### src/rtl/uart_rx_if.sv
// UART receive bundle: serial line in, baud ticks and received-byte strobes out.
// The receiver has no backpressure; the consumer must take rx_data on the rx_rdy cycle.
interface uart_rx_if;
   logic       rx;
   logic       rx_bd_en;
   logic       tx_bd_en;
   logic [7:0] rx_data;
   logic       rx_rdy;
   logic       parity_err;
   logic       frame_err;

   modport master (
      input  rx,
      output rx_bd_en, tx_bd_en, rx_data, rx_rdy, parity_err, frame_err
   );

   modport slave (
      output rx,
      input  rx_bd_en, tx_bd_en, rx_data, rx_rdy, parity_err, frame_err
   );
endinterface

### src/rtl/uart_rx_core.sv
// 8x-oversampled UART receiver with baud tick generator; byte strobed about 9.5-10.5 bit times after the start edge.
// No backpressure: rx_data holds until the next good frame and each strobe lasts one clk.
module uart_rx_core #(
   parameter int    OVS_DIV = 4,
   parameter string PARITY  = "NONE"
) (
   input logic      clk,
   input logic      rst,
   uart_rx_if.master bus
);
   localparam int CW      = (OVS_DIV > 2) ? $clog2(OVS_DIV) : 1;
   localparam bit HAS_PAR = (PARITY != "NONE");
   localparam bit ODD_PAR = (PARITY == "ODD");

   localparam logic [2:0] S_IDLE   = 3'd0;
   localparam logic [2:0] S_START  = 3'd1;
   localparam logic [2:0] S_DATA   = 3'd2;
   localparam logic [2:0] S_PARITY = 3'd3;
   localparam logic [2:0] S_STOP   = 3'd4;
   localparam logic [2:0] S_BREAK  = 3'd5;

   logic [CW-1:0] clk_cnt;
   logic [2:0]    tick_cnt;
   logic          tick;
   logic          sync1, sync2;
   logic [2:0]    state;
   logic [2:0]    ovs_cnt;
   logic [2:0]    bit_cnt;
   logic [7:0]    shift;
   logic          par_bit;

   // Internal tick lines up with the registered rx_bd_en pulse, so strobes coincide with it.
   assign tick = (clk_cnt == CW'(OVS_DIV - 1));

   always_ff @(posedge clk or posedge rst) begin
      if (rst) begin
         clk_cnt      <= '0;
         tick_cnt     <= '0;
         bus.rx_bd_en <= 1'b0;
         bus.tx_bd_en <= 1'b0;
      end else begin
         clk_cnt      <= tick ? '0 : clk_cnt + 1'b1;
         bus.rx_bd_en <= tick;
         bus.tx_bd_en <= tick && (tick_cnt == 3'd7);
         if (tick)
            tick_cnt <= tick_cnt + 3'd1;
      end
   end

   always_ff @(posedge clk or posedge rst) begin
      if (rst) begin
         sync1 <= 1'b1;
         sync2 <= 1'b1;
      end else begin
         sync1 <= bus.rx;
         sync2 <= sync1;
      end
   end

   always_ff @(posedge clk or posedge rst) begin
      if (rst) begin
         state          <= S_IDLE;
         ovs_cnt        <= '0;
         bit_cnt        <= '0;
         shift          <= '0;
         par_bit        <= 1'b0;
         bus.rx_data    <= '0;
         bus.rx_rdy     <= 1'b0;
         bus.parity_err <= 1'b0;
         bus.frame_err  <= 1'b0;
      end else begin
         bus.rx_rdy     <= 1'b0;
         bus.parity_err <= 1'b0;
         bus.frame_err  <= 1'b0;
         if (tick) begin
            case (state)
               S_IDLE: begin
                  if (!sync2) begin
                     state   <= S_START;
                     ovs_cnt <= '0;
                  end
               end
               S_START: begin
                  // Fourth tick after the edge lands mid start bit.
                  if (ovs_cnt == 3'd3) begin
                     ovs_cnt <= '0;
                     bit_cnt <= '0;
                     state   <= sync2 ? S_IDLE : S_DATA;
                  end else begin
                     ovs_cnt <= ovs_cnt + 3'd1;
                  end
               end
               S_DATA: begin
                  ovs_cnt <= ovs_cnt + 3'd1;
                  if (ovs_cnt == 3'd7) begin
                     shift   <= {sync2, shift[7:1]};
                     bit_cnt <= bit_cnt + 3'd1;
                     if (bit_cnt == 3'd7)
                        state <= HAS_PAR ? S_PARITY : S_STOP;
                  end
               end
               S_PARITY: begin
                  ovs_cnt <= ovs_cnt + 3'd1;
                  if (ovs_cnt == 3'd7) begin
                     par_bit <= sync2;
                     state   <= S_STOP;
                  end
               end
               S_STOP: begin
                  ovs_cnt <= ovs_cnt + 3'd1;
                  if (ovs_cnt == 3'd7) begin
                     if (sync2) begin
                        bus.rx_data    <= shift;
                        bus.rx_rdy     <= 1'b1;
                        bus.parity_err <= HAS_PAR && ((^shift ^ par_bit) != ODD_PAR);
                        state          <= S_IDLE;
                     end else begin
                        bus.frame_err <= 1'b1;
                        state         <= S_BREAK;
                     end
                  end
               end
               S_BREAK: begin
                  if (sync2)
                     state <= S_IDLE;
               end
               default: state <= S_IDLE;
            endcase
         end
      end
   end
endmodule

### src/flat_wrapper.sv
// flat-port wrapper written by rule: the top's interface ports become plain ports
module uart_rx_core_flat 
#(
   parameter int    OVS_DIV = 4,
   parameter string PARITY  = "    "
)
  (clk, rst, bus_rx, bus_rx_bd_en, bus_tx_bd_en, bus_rx_data, bus_rx_rdy, bus_parity_err, bus_frame_err);
  uart_rx_if bus_i ();
  input logic clk;
  input logic rst;
  input wire logic [$bits(bus_i.rx)-1:0] bus_rx;
  output wire logic [$bits(bus_i.rx_bd_en)-1:0] bus_rx_bd_en;
  output wire logic [$bits(bus_i.tx_bd_en)-1:0] bus_tx_bd_en;
  output wire logic [$bits(bus_i.rx_data)-1:0] bus_rx_data;
  output wire logic [$bits(bus_i.rx_rdy)-1:0] bus_rx_rdy;
  output wire logic [$bits(bus_i.parity_err)-1:0] bus_parity_err;
  output wire logic [$bits(bus_i.frame_err)-1:0] bus_frame_err;
  assign bus_i.rx = bus_rx;
  assign bus_rx_bd_en = bus_i.rx_bd_en;
  assign bus_tx_bd_en = bus_i.tx_bd_en;
  assign bus_rx_data = bus_i.rx_data;
  assign bus_rx_rdy = bus_i.rx_rdy;
  assign bus_parity_err = bus_i.parity_err;
  assign bus_frame_err = bus_i.frame_err;
  uart_rx_core #(.OVS_DIV(OVS_DIV), .PARITY(PARITY)) u_core (.clk(clk), .rst(rst), .bus(bus_i));
endmodule
### config.mk
export PLATFORM = sky130hd
export DESIGN_NAME = uart_rx_core_flat
export DESIGN_NICKNAME = d
export VERILOG_FILES = /design/src/rtl/uart_rx_if.sv /design/src/rtl/uart_rx_core.sv /design/src/flat_wrapper.sv
export SDC_FILE = /design/constraint.sdc
export NUM_CORES = 1
export LEC_CHECK = 0
export CORE_MARGIN = 2
export CORE_UTILIZATION = 56
export DETAILED_ROUTE_END_ITERATION = 16
export PLACE_DENSITY = 0.74
export SLEW_MARGIN = 20
export SYNTH_ARGS = -nofsm -noshare
export SYNTH_HDL_FRONTEND = slang
export SYNTH_SLANG_ARGS = --single-unit
### constraint.sdc
create_clock -name clk -period 2.37 [get_ports clk]
set_input_delay 0.474 -clock clk [delete_from_list [all_inputs] [get_ports clk]]
set_output_delay 0.474 -clock clk [all_outputs]
set_load 0.1 [all_outputs]
==> results.md, run 1 <==
* Status: finished clean
* Post-Synth Simple-Gate Area at a little under 9%
* Mux cell area share after synthesis at approximately 15%
* Antenna-violating nets left at 0
* Post-synth top area cell: dfrtp_1
* Seq/Total Area, Yosys at a little over half
* RSZ-0062 raised after global routing: no
* Global-route usage over all layers at a little under a fifth
* Final period util at about four fifths
* Vias/cell at approximately 5.6
* Crit path kind: flop to flop
* # nets final at roughly 170
* Vias at 1049
* Setup TNS at 0 ps
* Yosys reg bits at 38
* Top-count cell post-synth: dfrtp_1
* Compound-cell area share of the yosys netlist at under 10%
* Setup violations, final at 0
* Ys Warns at 0
* Clk buf depth at 2
* VDD IR max at about 0.45 mV
* Initial antenna violation count at 0
* Total of max-cap violations at 0
* Final Hold Fails at 0
* Power per cell area at 739 mW/mm^2
* Clock Pin Slew Worst Setup and Hold Paths at between 100 and 150 ps
* First-pass GRT wire length at ~4.8 mm
* Gate Count Post-Synth at around 140
* H-Tree Depth at 2
* Crit path time final at approximately 1900 ps
* Endpoint class of the critical path: flop
* Top cell type's share of synthesized area at between 50% and 60%
* EDFF count, synth at 0
* Post-Syn Nets at ~150
* Final slew viol count at 0
* Synthesized area at 0.00175 sq mm
* Drt first pass iters at 4
* Total global routing overflow at 0
* Die Ht at 59.9 microns
* Num CTS Buffers at 5
* Synth Area in Adders at between 6 and 7%
* Diode count at 0
* Detailed-placement wirelength estimate at approximately 1.8 mm
* Final wirelength at ~2.6 mm
* Die extent in x at about 60 microns
* Via count of the first global-routing pass at 1032
* Worst Tran Pin Value at 512 ps
* Full die area at between 0.003 and 0.004 sq mm
* TritonCTS clock tree: done
* Hold Crit Class: flop to flop
* Clk_lat worst skew at ~330 ps
* Row count at 20
* Post-CTS sizing at 0
* Routed len/inst at 13.8 microns
* Largest net degree at the start of global routing at 39
* Post-Place Worst Slack at around 500 ps
* Leak at 0.000988 uW
* Clk sinks at 38
* Port Buffer Count at 15
* Core area at between 0.003 and 0.004 sq mm
* Synth unique cells at 36
* Largest family of logic cells by synthesized area: multiplexers
* Commonest cells post-synth: dfrtp_1, mux2_2, ha_1
* Layout cells sized above 1 at 32.3%
* Root Driver: clkbuf_4
* Required time worst endpoint at around 2600 ps
* GPL Wtd Cong at slightly above 0.8
* Initial core utilization at between 50 and 60%
* Post-CTS setup buffers at 0
* Maximum fanout along the worst path at 10
* Synth top area cells: dfrtp_1, mux2_2, ha_1
* Setup ws final at 500 ps
* Hold Buf Count CTS at 0
* Final std cells w/o fill at around 190
* Slew margin rel. at 65.9%
* XOR/XNOR share of the synthesized area at ~4.8%
* P&R area growth vs syn at 11.5%
* Worst Setup Start Kind: flop
* DR iter-0 viols at 42
* Placed Instances at 180
* # DRC at 0
* Filler cells at 245
* Crit path DAT at 2090 ps
* Clock skew at between 5 and 6 ps
* Total power at ~1400 uW
* Fmax at 0.535 GHz
* Top-Level Pins at 16
* Ys flop type: dfrtp_1
* Async SR Flop Fraction at 100%
* Syn Area/Cell at 12.9 sq um
[sequential cells by signal, summed over array words and instances (netlist names)]
name	cells
u_core.bit_cnt	3
u_core.bus.frame_err	1
u_core.bus.parity_err	1
u_core.bus.rx_bd_en	1
u_core.bus.rx_data	8
u_core.bus.rx_rdy	1
u_core.bus.tx_bd_en	1
u_core.clk_cnt	2
u_core.ovs_cnt	3
u_core.par_bit	1
u_core.shift	8
u_core.state	3
u_core.sync1	1
u_core.sync2	1
u_core.tick_cnt	3
[final cells by class]
cell class	instances	area (sq um)	share of cell area [%]
Clock inverter	1	5.00	0.257
Multi-Input combinational cell	86	738	37.9
Tap cell	33	41.3	2.12
Sequential cell	38	953	48.9
Clock buffer	7	55.1	2.83
Timing Repair Buffer	17	133	6.81
Inverter	6	22.5	1.16
[cell families after synthesis]
| group | count (synthesis) |
|---|---|
| buffers and inverters | 11 |
| flip-flops | 38 |
| AO/OA/AOI/OAI | 18 |
| XOR/XNOR | 8 |
| adder cells (fa/ha/maj) | 9 |
| multiplexers | 23 |
| AND/OR/NAND/NOR | 28 |
[power breakdown]
| group | internal (uW) | switching [uW] |
|---|---|---|
| registers | 715 | 76.3 |
| logic | 172 | 136 |
| clock network | 144 | 195 |
[worst max-delay path: stages (launching register included)]
cell     delay, ps
dfrtp_1        410
ha_1           240
ha_1           290
and4_1         240
nand2_2        200
mux2_2         370
[routing by layer]
metal  share of wire [%]  vias up  wire, microns  GRT usage [%]
li1                    -      513              -              -
met1                  48      509           1230           25.9
met2                  47       22           1230           26.9
met3                 3.7        5             97           5.84
met4                 1.2        0             31           6.67
met5                   0        -              0              0
[path summary, 6_finish.rpt]
path,from,end,slack (ps),cells after the start
min,u_core.sync1,u_core.sync2,360,0
max reg2reg,u_core.ovs_cnt[0],u_core.bus.rx_data[7],500,5
max,u_core.ovs_cnt[0],u_core.bus.rx_data[7],500,5
min in group asynchronous,rst,u_core.ovs_cnt[0],540,3
max in group asynchronous,rst,u_core.sync1,1490,3
min reg2reg,u_core.sync1,u_core.sync2,360,0
[metrics by stage]
step           util, %  hold WS (ps)  cell area (sq um)
2_1_floorplan        -           345               1750
3_3_place_gp      62.9           346               1890
6_report          64.9           356               1950
4_1_cts           64.9           354               1950
5_1_grt           64.9           366               1950
3_5_place_dp      62.9           349               1890
[layout by cell type, fill, tap and decap left out, drive strengths merged, types with 2 or more instances in the layout]
cell / instances
inv: 6
buf: 15
a22o: 2
o22ai: 2
dfrtp: 36
and2: 2
clkbuf: 7
dfstp: 2
mux2: 23
nor2: 6
o21ai: 4
a31oi: 2
o31ai: 2
nor2b: 4
clkdlybuf4s50: 2
nand2: 8
nand3: 2
or3b: 2
ha: 9
xnor2: 6
o211ai: 2
Note: power is estimated with default switching activity, not from simulation.
==> inputs of run 2 (changes only) <==
==> constraint.sdc (replaced) <==
create_clock -name clk -period 1.96 [get_ports clk]
set_input_delay 0.392 -clock clk [delete_from_list [all_inputs] [get_ports clk]]
set_output_delay 0.392 -clock clk [all_outputs]
set_load 0.1 [all_outputs]
==> results.md, run 2 (synthesis gave the netlist of run 1 again) <==
* Top-Level Pins at 16 (unchanged)
* Required time worst endpoint at 2180 ps (-410 ps)
* Final Hold Fails at 0 (unchanged)
* Clock Pin Slew Worst Setup and Hold Paths at 110 ps (about the same)
* P&R area growth vs syn at 12.2%
* # DRC at 0 (unchanged)
* # nets final at 167 (+0.60%)
* Setup violations, final at 0 (unchanged)
* Fmax at 0.532 GHz (-0.58%)
* Vias/cell at 5.63 (+0.99%)
* Top Family by Delay on Critical Path: simple AND/OR/NAND/NOR gates
* Largest registers: u_core.bus.rx_data (8), u_core.shift (8)
* Hold Crit Class: flop to flop
* Most frequent cells in the layout: dfrtp_1, mux2_2, buf_4
* Critical-path top delay cell: dfrtp_1
* Core area at 0.00300 sq mm (unchanged)
* Global-route usage over all layers at 17.3% (-1.1 points)
* Critical path, cell by cell: ha_1 -> ha_2 -> or3b_1 -> and2_1 -> a41oi_1 -> o22ai_1
* Die Ht at 59.9 microns (unchanged)
* Worst Setup Start Kind: flop
* Port Buffer Count at 15 (unchanged)
* Critical path origin: u_core.ovs_cnt[0]
* Die extent in x at 59.9 microns (unchanged)
* Commonest non-fill, non-tap cell in the layout: dfrtp_1
* Via count of the first global-routing pass at 1040 (+0.78%)
* GPL Wtd Cong at 0.836 (+1.1%)
* Maximum fanout along the worst path at 3 (-7)
* Leak at 0.000987 uW (-0.10%)
* Final slew viol count at 0 (unchanged)
* Buf/Inv on CP at 0 (unchanged)
* Drt first pass iters at 4 (unchanged)
* Clk sinks at 38 (unchanged)
* Total of max-cap violations at 0 (unchanged)
* Num CTS Buffers at 5 (unchanged)
* Clock skew at 11.7 ps (+6.10 ps)
* VDD IR max at 0.496 mV (+10%)
* Clk_lat worst skew at 340 ps (about the same)
* Final std cells w/o fill at 189 (+0.53%)
* Endpoint class of the critical path: flop
* Post-CTS setup buffers at 0 (unchanged)
* Crit path time final at 1880 ps (+10.9 ps)
* Filler cells at 237 (-3.3%)
* Full die area at 0.00358 sq mm (unchanged)
* Final wirelength at 2.73 mm (+5.3%)
* TritonCTS clock tree: done
* Clk buf depth at 2 (unchanged)
* Worst Tran Pin Value at 462 ps (-50.6 ps)
* Setup TNS at 0 ps (unchanged)
* Slowest stage delay, CP at 410 ps (about the same)
* Crit path DAT at 2100 ps (about the same)
* RSZ-0062 raised after global routing: no
* Total global routing overflow at 0 (unchanged)
* Antenna-violating nets left at 0 (unchanged)
* Vias at 1065 (+1.5%)
* Row count at 20 (unchanged)
* Reg2reg start: u_core.ovs_cnt[0]
* Diode count at 0 (unchanged)
* Placed Instances at 181 (+0.56%)
* Final period util at 96.0% (+17 points)
* DR iter-0 viols at 48 (+14%)
* Crit path kind: flop to flop
* Detailed-placement wirelength estimate at 1.87 mm (+2.5%)
* HP Start: u_core.sync1
* Routed len/inst at 14.4 microns (+4.8%)
* Power per cell area at 899 mW/mm^2 (+22%)
* First-pass GRT wire length at 4.53 mm (-5.6%)
* Layout cells sized above 1 at 33.3% (+1.1 points)
* H-Tree Depth at 2 (unchanged)
* Status: finished clean
* Root Driver: clkbuf_4
* Slew margin rel. at 69.2% (+3.4 points)
* Initial core utilization at 58.2% (unchanged)
* Initial antenna violation count at 0 (unchanged)
* Largest net degree at the start of global routing at 39 (unchanged)
[run 2: cell types whose count changed in the layout (fill, tap and decap cells not counted)]
cell	delta
ha_2	+2
clkbuf_1	+1
ha_1	-2
clkinv_2	-1
buf_4	+1
[run 2: cell type report]
cell class / instances / area [sq um] / area share (%)
sequential: 38 / 953 / 48.7
multi-input combinational: 86 / 743 / 37.9
timing repair buffer: 18 / 140 / 7.15
clock buffer: 8 / 58.8 / 3.00
tap: 33 / 41.3 / 2.11
inverter: 6 / 22.5 / 1.15
[run 2: path summary, 6_finish.rpt]
kind,cells past startpoint,slack [ps],endpoint
min in group asynchronous,3,460,u_core.state[2]
worst min-delay path,0,360,u_core.sync2
worst min register to register,0,360,u_core.sync2
worst max-delay path,6,80,u_core.state[1]
worst max register to register,6,80,u_core.state[1]
max in group asynchronous,3,1150,u_core.sync2
[run 2: power by group]
part / switching, uW / internal, uW / total [uW]
logic: 174 / 214 / 388
registers: 92.2 / 864 / 957
clock network: 240 / 177 / 417
[run 2: layer usage]
metal / vias up / part of all wire (%) / track usage, % / wire length, microns
li1: 512 / - / - / -
met3: 6 / 3.8 / 5.84 / 104
met2: 23 / 49 / 27.3 / 1330
met1: 524 / 46 / 21.8 / 1260
met4: 0 / 0.92 / 6.98 / 25
met5: - / 0 / 0 / 0
[run 2: stage by stage]
stage,hold WS [ps],worst slack [ps],area (sq um),total power (uW),utilization [%]
final,362,78.8,1960,1760,65.3
after global routing,367,24.2,1960,1880,65.3
after CTS,361,76.8,1950,1780,65.1
after detailed placement,347,93.7,1900,1350,63.1
after global placement,347,155,1900,1320,63.1
after floorplan,345,238,1750,1270,-
[run 2: what timing repair did]
action	CTS	global route
hold endpoints to repair	0	0
setup endpoints to repair	0	9
hold buffers	0	0
resized for setup	0	2
==> inputs of run 3 (changes only) <==
--- a/config.mk
+++ b/config.mk
@@ -5,6 +5,7 @@
 export SDC_FILE = /design/constraint.sdc
 export NUM_CORES = 1
 export LEC_CHECK = 0
+export ABC_CLOCK_PERIOD_IN_PS = 2100
 export CORE_MARGIN = 2
 export CORE_UTILIZATION = 56
 export DETAILED_ROUTE_END_ITERATION = 16
==> constraint.sdc (replaced) <==
create_clock -name clk -period 2.1 [get_ports clk]
set_input_delay 0.42 -clock clk [delete_from_list [all_inputs] [get_ports clk]]
set_output_delay 0.42 -clock clk [all_outputs]
set_load 0.1 [all_outputs]
==> results.md, run 3 (synthesis gave the netlist of run 1 again) <==
* Status: finished clean
* Diode count at 0 (unchanged)
* Hold_ws at 364 ps (+2.13 ps)
* Port Buffer Count at 15 (unchanged)
* Commonest non-fill, non-tap cell in the layout: dfrtp_1
* Total of max-cap violations at 0 (unchanged)
* Core area at 0.00300 sq mm (unchanged)
* Row count at 20 (unchanged)
* Top-Level Pins at 16 (unchanged)
* P&R area growth vs syn at 12.2% (unchanged)
* Final wirelength at 2.77 mm (+1.5%)
* Hold Crit Class: flop to flop
* VDD IR max at 0.487 mV (-1.7%)
* Die Ht at 59.9 microns (unchanged)
* Die extent in x at 59.9 microns (unchanged)
* Largest registers: u_core.bus.rx_data (8), u_core.shift (8)
* DR iter-0 viols at 49 (+2.1%)
* Fmax at 0.526 GHz (-1.0%)
* Clk sinks at 38 (unchanged)
* Layout cells sized above 1 at 33.3% (unchanged)
* Crit path time final at 1900 ps (+19.2 ps)
* Setup violations, final at 0 (unchanged)
* Final core occ at 65.3% (unchanged)
* Full die area at 0.00358 sq mm (unchanged)
* Worst Tran Pin Value at 475 ps (+13.3 ps)
* First-pass GRT wire length at 4.71 mm (+4.0%)
* Endpoint class of the critical path: flop
* Drt first pass iters at 4 (unchanged)
* GPL Wtd Cong at 0.848 (+1.4%)
* Worst Setup Start Kind: flop
* Total global routing overflow at 0 (unchanged)
* Leak at 0.000993 uW (+0.55%)
* Num CTS Buffers at 5 (unchanged)
* Final Hold Fails at 0 (unchanged)
* Hold Buf Count CTS at 0 (unchanged)
* Required time worst endpoint at 2320 ps (+140 ps)
* Clk buf depth at 2 (unchanged)
* Routed len/inst at 14.7 microns (+1.5%)
* Power per cell area at 840 mW/mm^2 (-6.6%)
* Clock skew at 7.82 ps (-3.85 ps)
* Slew margin rel. at 68.3% (-0.89 points)
* Total power at 1650 uW (-6.6%)
* Final slew viol count at 0 (unchanged)
* TritonCTS clock tree: done
* Post-CTS setup buffers at 0 (unchanged)
* # nets final at 167 (unchanged)
* Filler cells at 245 (+3.4%)
* RSZ-0062 raised after global routing: no
* Initial core utilization at 58.2% (unchanged)
* Vias at 1073 (+0.75%)
* Post-CTS sizing at 0 (unchanged)
* Setup TNS at 0 ps (unchanged)
* Most frequent cells in the layout: dfrtp_1, mux2_2, buf_4
* Crit path DAT at 2120 ps (+20 ps)
* Initial antenna violation count at 0 (unchanged)
* Crit path kind: flop to flop
* Detailed-placement wirelength estimate at 1.86 mm (-0.24%)
* H-Tree Depth at 2 (unchanged)
* # DRC at 0 (unchanged)
* Final period util at 90.5% (-5.5 points)
* Maximum fanout along the worst path at 10 (+7)
* Antenna-violating nets left at 0 (unchanged)
* Vias/cell at 5.68 (+0.75%)
* Root Driver: clkbuf_4
* Global-route usage over all layers at 18.1% (+0.84 points)
* Via count of the first global-routing pass at 1062 (+2.1%)
* Largest net degree at the start of global routing at 39 (unchanged)
* Clock Pin Slew Worst Setup and Hold Paths at 120 ps (about the same)
* Clk_lat worst skew at 330 ps (about the same)
==> run 3: per-layer routing <==
layer  vias up  global-route usage [%]  share of wire [%]
met3         6                    5.84                2.8
met5         -                       0                  0
met1       531                    23.0                 48
met2        22                    28.7                 48
met4         0                    7.30                1.4
li1        514                       -                  -
==> run 3: metrics by stage <==
| step | setup WS (ps) | cells | area [sq um] |
|---|---|---|---|
| 6_report | 200 | 189 | 1960 |
| 4_1_cts | 200 | 189 | 1960 |
| 3_3_place_gp | 287 | 181 | 1900 |
| 2_1_floorplan | 378 | 135 | 1750 |
| 3_5_place_dp | 217 | 181 | 1900 |
| 5_1_grt | 142 | 189 | 1960 |
==> run 3: final cells by class <==
type	count	area (sq um)	share of cell area (%)
Inverter	6	22.5	1.15
Sequential cell	38	953	48.7
Tap cell	33	41.3	2.11
Multi-Input combinational cell	86	738	37.7
Clock inverter	2	12.5	0.639
Timing Repair Buffer	18	140	7.15
Clock buffer	6	51.3	2.62
==> run 3: final timing paths <==
path                              startpoint               endpoint  slack [ps]  depth (start not counted)
setup / recovery           u_core.ovs_cnt[0]  u_core.bus.rx_data[7]         200                          5
hold / removal                  u_core.sync1           u_core.sync2         360                          0
setup reg to reg           u_core.ovs_cnt[0]  u_core.bus.rx_data[7]         200                          5
hold reg to reg                 u_core.sync1           u_core.sync2         360                          0
max in group asynchronous                rst           u_core.sync2        1260                          3
min in group asynchronous                rst      u_core.ovs_cnt[2]         480                          3
==> run 3: worst max-delay path, stage by stage, from the launching register on <==
cell and delay [ps]:
dfrtp_1 420, ha_1 240, ha_1 300, and4_1 250, nand2_2 210, mux2_2 370
==> run 3: power breakdown <==
part           internal, uW  total, uW  switching [uW]
clock network           161        401             240
logic                   194        350             156
registers               807        895            88.0
total                  1160       1650             484
==> RTL change (flow settings as in run 3) <==
`OVS_DIV` is set to 4 in 2 places; all go to 8.
--- a/src/rtl/uart_rx_core.sv
+++ b/src/rtl/uart_rx_core.sv
@@ -2,5 +2,5 @@
 // No backpressure: rx_data holds until the next good frame and each strobe lasts one clk.
 module uart_rx_core #(
-   parameter int    OVS_DIV = 4,
+   parameter int    OVS_DIV = 8,
    parameter string PARITY  = "NONE"
 ) (
--- a/src/flat_wrapper.sv
+++ b/src/flat_wrapper.sv
@@ -2,5 +2,5 @@
 module uart_rx_core_flat 
 #(
-   parameter int    OVS_DIV = 4,
+   parameter int    OVS_DIV = 8,
    parameter string PARITY  = "    "
 )
Behaviour: not the same (a bounded check fails within 10 cycles, from zero or initial values and one cycle with rst high).
==> RTL change against run 3 <==
Total power shrank 14%; non-clock buffer count is 4 higher; die area up 4.7%; count of clock-buffer cells in the layout rose by 2; synthesized area rose by 5.1%; design area up 6.1%; wire length grew 5.5%; cell count rose by 9.0%; sequential share of layout area decreased by 1.6 points; combinational power is 48% lower; setup slack worse by 38 ps; sequential cell count up 1; clock power rose by 2%; critical path type unchanged.
==> RTL change: results (changes against run 3) <==
[routing]
drt_iter0_drc=33  ; was 49
m1WireLength_mm=1.32  ; was 1.33 mm
first_pass_iters=4  ; unchanged
routed_via_density=5.43  ; was 5.68
wl_met2_mm=1.44  ; was 1.32 mm
met3RoutedLength_um=133  ; was 77 um
dr.max_layer_used=met4  ; unchanged
post_drt_wl_per_cell_um=14.2  ; was 14.7 um

[yosys]
synth_top_cells_by_area=dfrtp_1, mux2_4, mux2_2, ha_1, dfstp_2  ; was dfrtp_1, mux2_2, ha_1, dfstp_2, xnor2_1
synth_edf_count=0  ; unchanged
synthTopCellsByCount=dfrtp_1, mux2_2, ha_1, mux2_4, inv_1  ; was dfrtp_1, mux2_2, ha_1
synth_nets=152  ; was 147
synth.distinct_cells=35  ; was 36
async_flop_share_pct=100  ; unchanged
yosysSeqAreaShare_pct=53.3  ; was 54.6%
yosysWarningCount=0  ; unchanged

[power_and_ir_drop]
p_leak_nw=1.05  ; was 0.993 nW
internal-power_w=0.00107  ; was 0.00116 W
ir_worst_vdd_v=0.000618  ; was 0.000487 V

[layout]
largestRegisters=u_core.bus.rx_data x8, u_core.shift x8  ; unchanged
nNetsFinal=174  ; was 167
drive_gt1_share_pct=32.7  ; was 33.3%
fill_cells=245  ; unchanged
antennaDiodeCount=0  ; unchanged

[place]
hpwlAfterDp_mm=2.10  ; was 1.86 mm
io_buffer_count=15  ; unchanged
place_area_sq_um=2010  ; was 1900 sq um
place.gp.congestion=0.757  ; was 0.848

[global_route]
grt_max_degree=40  ; was 39
antenna_found_initial=0  ; unchanged
grt_pass1_wl_mm=5.11  ; was 4.71 mm
grt_pass1_vias=1113  ; was 1062
track_usage_pct=18.9  ; was 18.1%

[cts]
path_clk_slew_ps=110
postCtsSetupBuffers=0  ; unchanged
ctsResizeCount=0  ; unchanged
cts-root-buf=clkbuf_4  ; unchanged
cts.htree.levels=2  ; unchanged
worstSkewPairLatency_ps=320
clock_path_buffers=2  ; unchanged
numCtsBuffers=5  ; unchanged

[critical_path]
crit_fanout=5  ; was 10
arrival_ps=2140  ; was 2120 ps

[min_path]
hp-class=register to register  ; unchanged

[status]
outcome=complete, no violations  ; unchanged

[timing]
finalClockSkew_ps=8.00  ; was 7.82 ps
worst_pin_slew_ps=492  ; was 475 ps

[RTL change: worst max-delay path: stages, from the launching register on]
cell and delay, ps:
dfrtp_1 410, ha_1 240, ha_1 230, buf_4 160
mux2_2 260, o211ai_1 260, o21a_1 190, o31ai_1 80
[RTL change: power by group through the flow]
stage	sequential (W)	clock, W	combinational, W
finish	0.000829	0.000410	0.000181
global route	0.000836	0.000471	0.000207
CTS	0.000828	0.000431	0.000184
detailed placement	0.000841	0	0.000180
global placement	0.000839	0	0.000168
floorplan	0.000814	0	0.000176
[RTL change: path summary, 6_finish.rpt]
check / startpoint / to / slack [ps] / depth (start not counted)
min in group asynchronous: rst / u_core.ovs_cnt[2]$_DFFE_PP0P_ / 500 / 3
min reg2reg: u_core.sync1$_DFF_PP1_ / u_core.sync2$_DFF_PP1_ / 360 / 0
min: u_core.sync1$_DFF_PP1_ / u_core.sync2$_DFF_PP1_ / 360 / 0
max: u_core.ovs_cnt[0]$_DFFE_PP0P_ / u_core.state[0]$_DFFE_PP0P_ / 160 / 7
max reg2reg: u_core.ovs_cnt[0]$_DFFE_PP0P_ / u_core.state[0]$_DFFE_PP0P_ / 160 / 7
max in group asynchronous: rst / u_core.sync1$_DFF_PP1_ / 1260 / 3
[RTL change: final cells by class]
class                   count  area share, %
flip-flops and latches     39           47.1
repair buffers             22           8.19
multi-input cells          85           37.3
well taps                  44           2.65
clock buffers               8           3.31
inverters                   8           1.44
[RTL change: logic make-up (layout without fill, tap and decap cells)]
| kind of cell | count (synthesis) | after routing | share of synthesized area [%] |
|---|---|---|---|
| flops | 39 | 39 | 53.3 |
| simple gates | 24 | 24 | 7.02 |
| mux | 23 | 23 | 16.2 |
| compound gates | 20 | 20 | 7.70 |
| buf+inv | 15 | 38 | 4.43 |
| fa+ha+maj | 10 | 10 | 6.82 |
| xor+xnor | 8 | 8 | 4.57 |
[RTL change: per-stage QoR]
step                      setup WS, ps  total power, W  hold slack (ps)  instances  util, %
after global placement             250         0.00101              349        198     65.3
after floorplan                    260        0.000990              345        139        -
final                              162         0.00142              364        206     67.5
after global routing              40.4         0.00151              372        206     67.5
after CTS                          158         0.00144              366        206     67.5
after detailed placement           182         0.00102              350        198     65.3
[RTL change: routing by layer]
| metal | GRT usage [%] | up-vias |
|---|---|---|
| met2 | 29.5 | 31 |
| met1 | 25.3 | 549 |
| met5 | 0 | - |
| met4 | 6.52 | 0 |
| met3 | 5.67 | 4 |
| li1 | - | 534 |
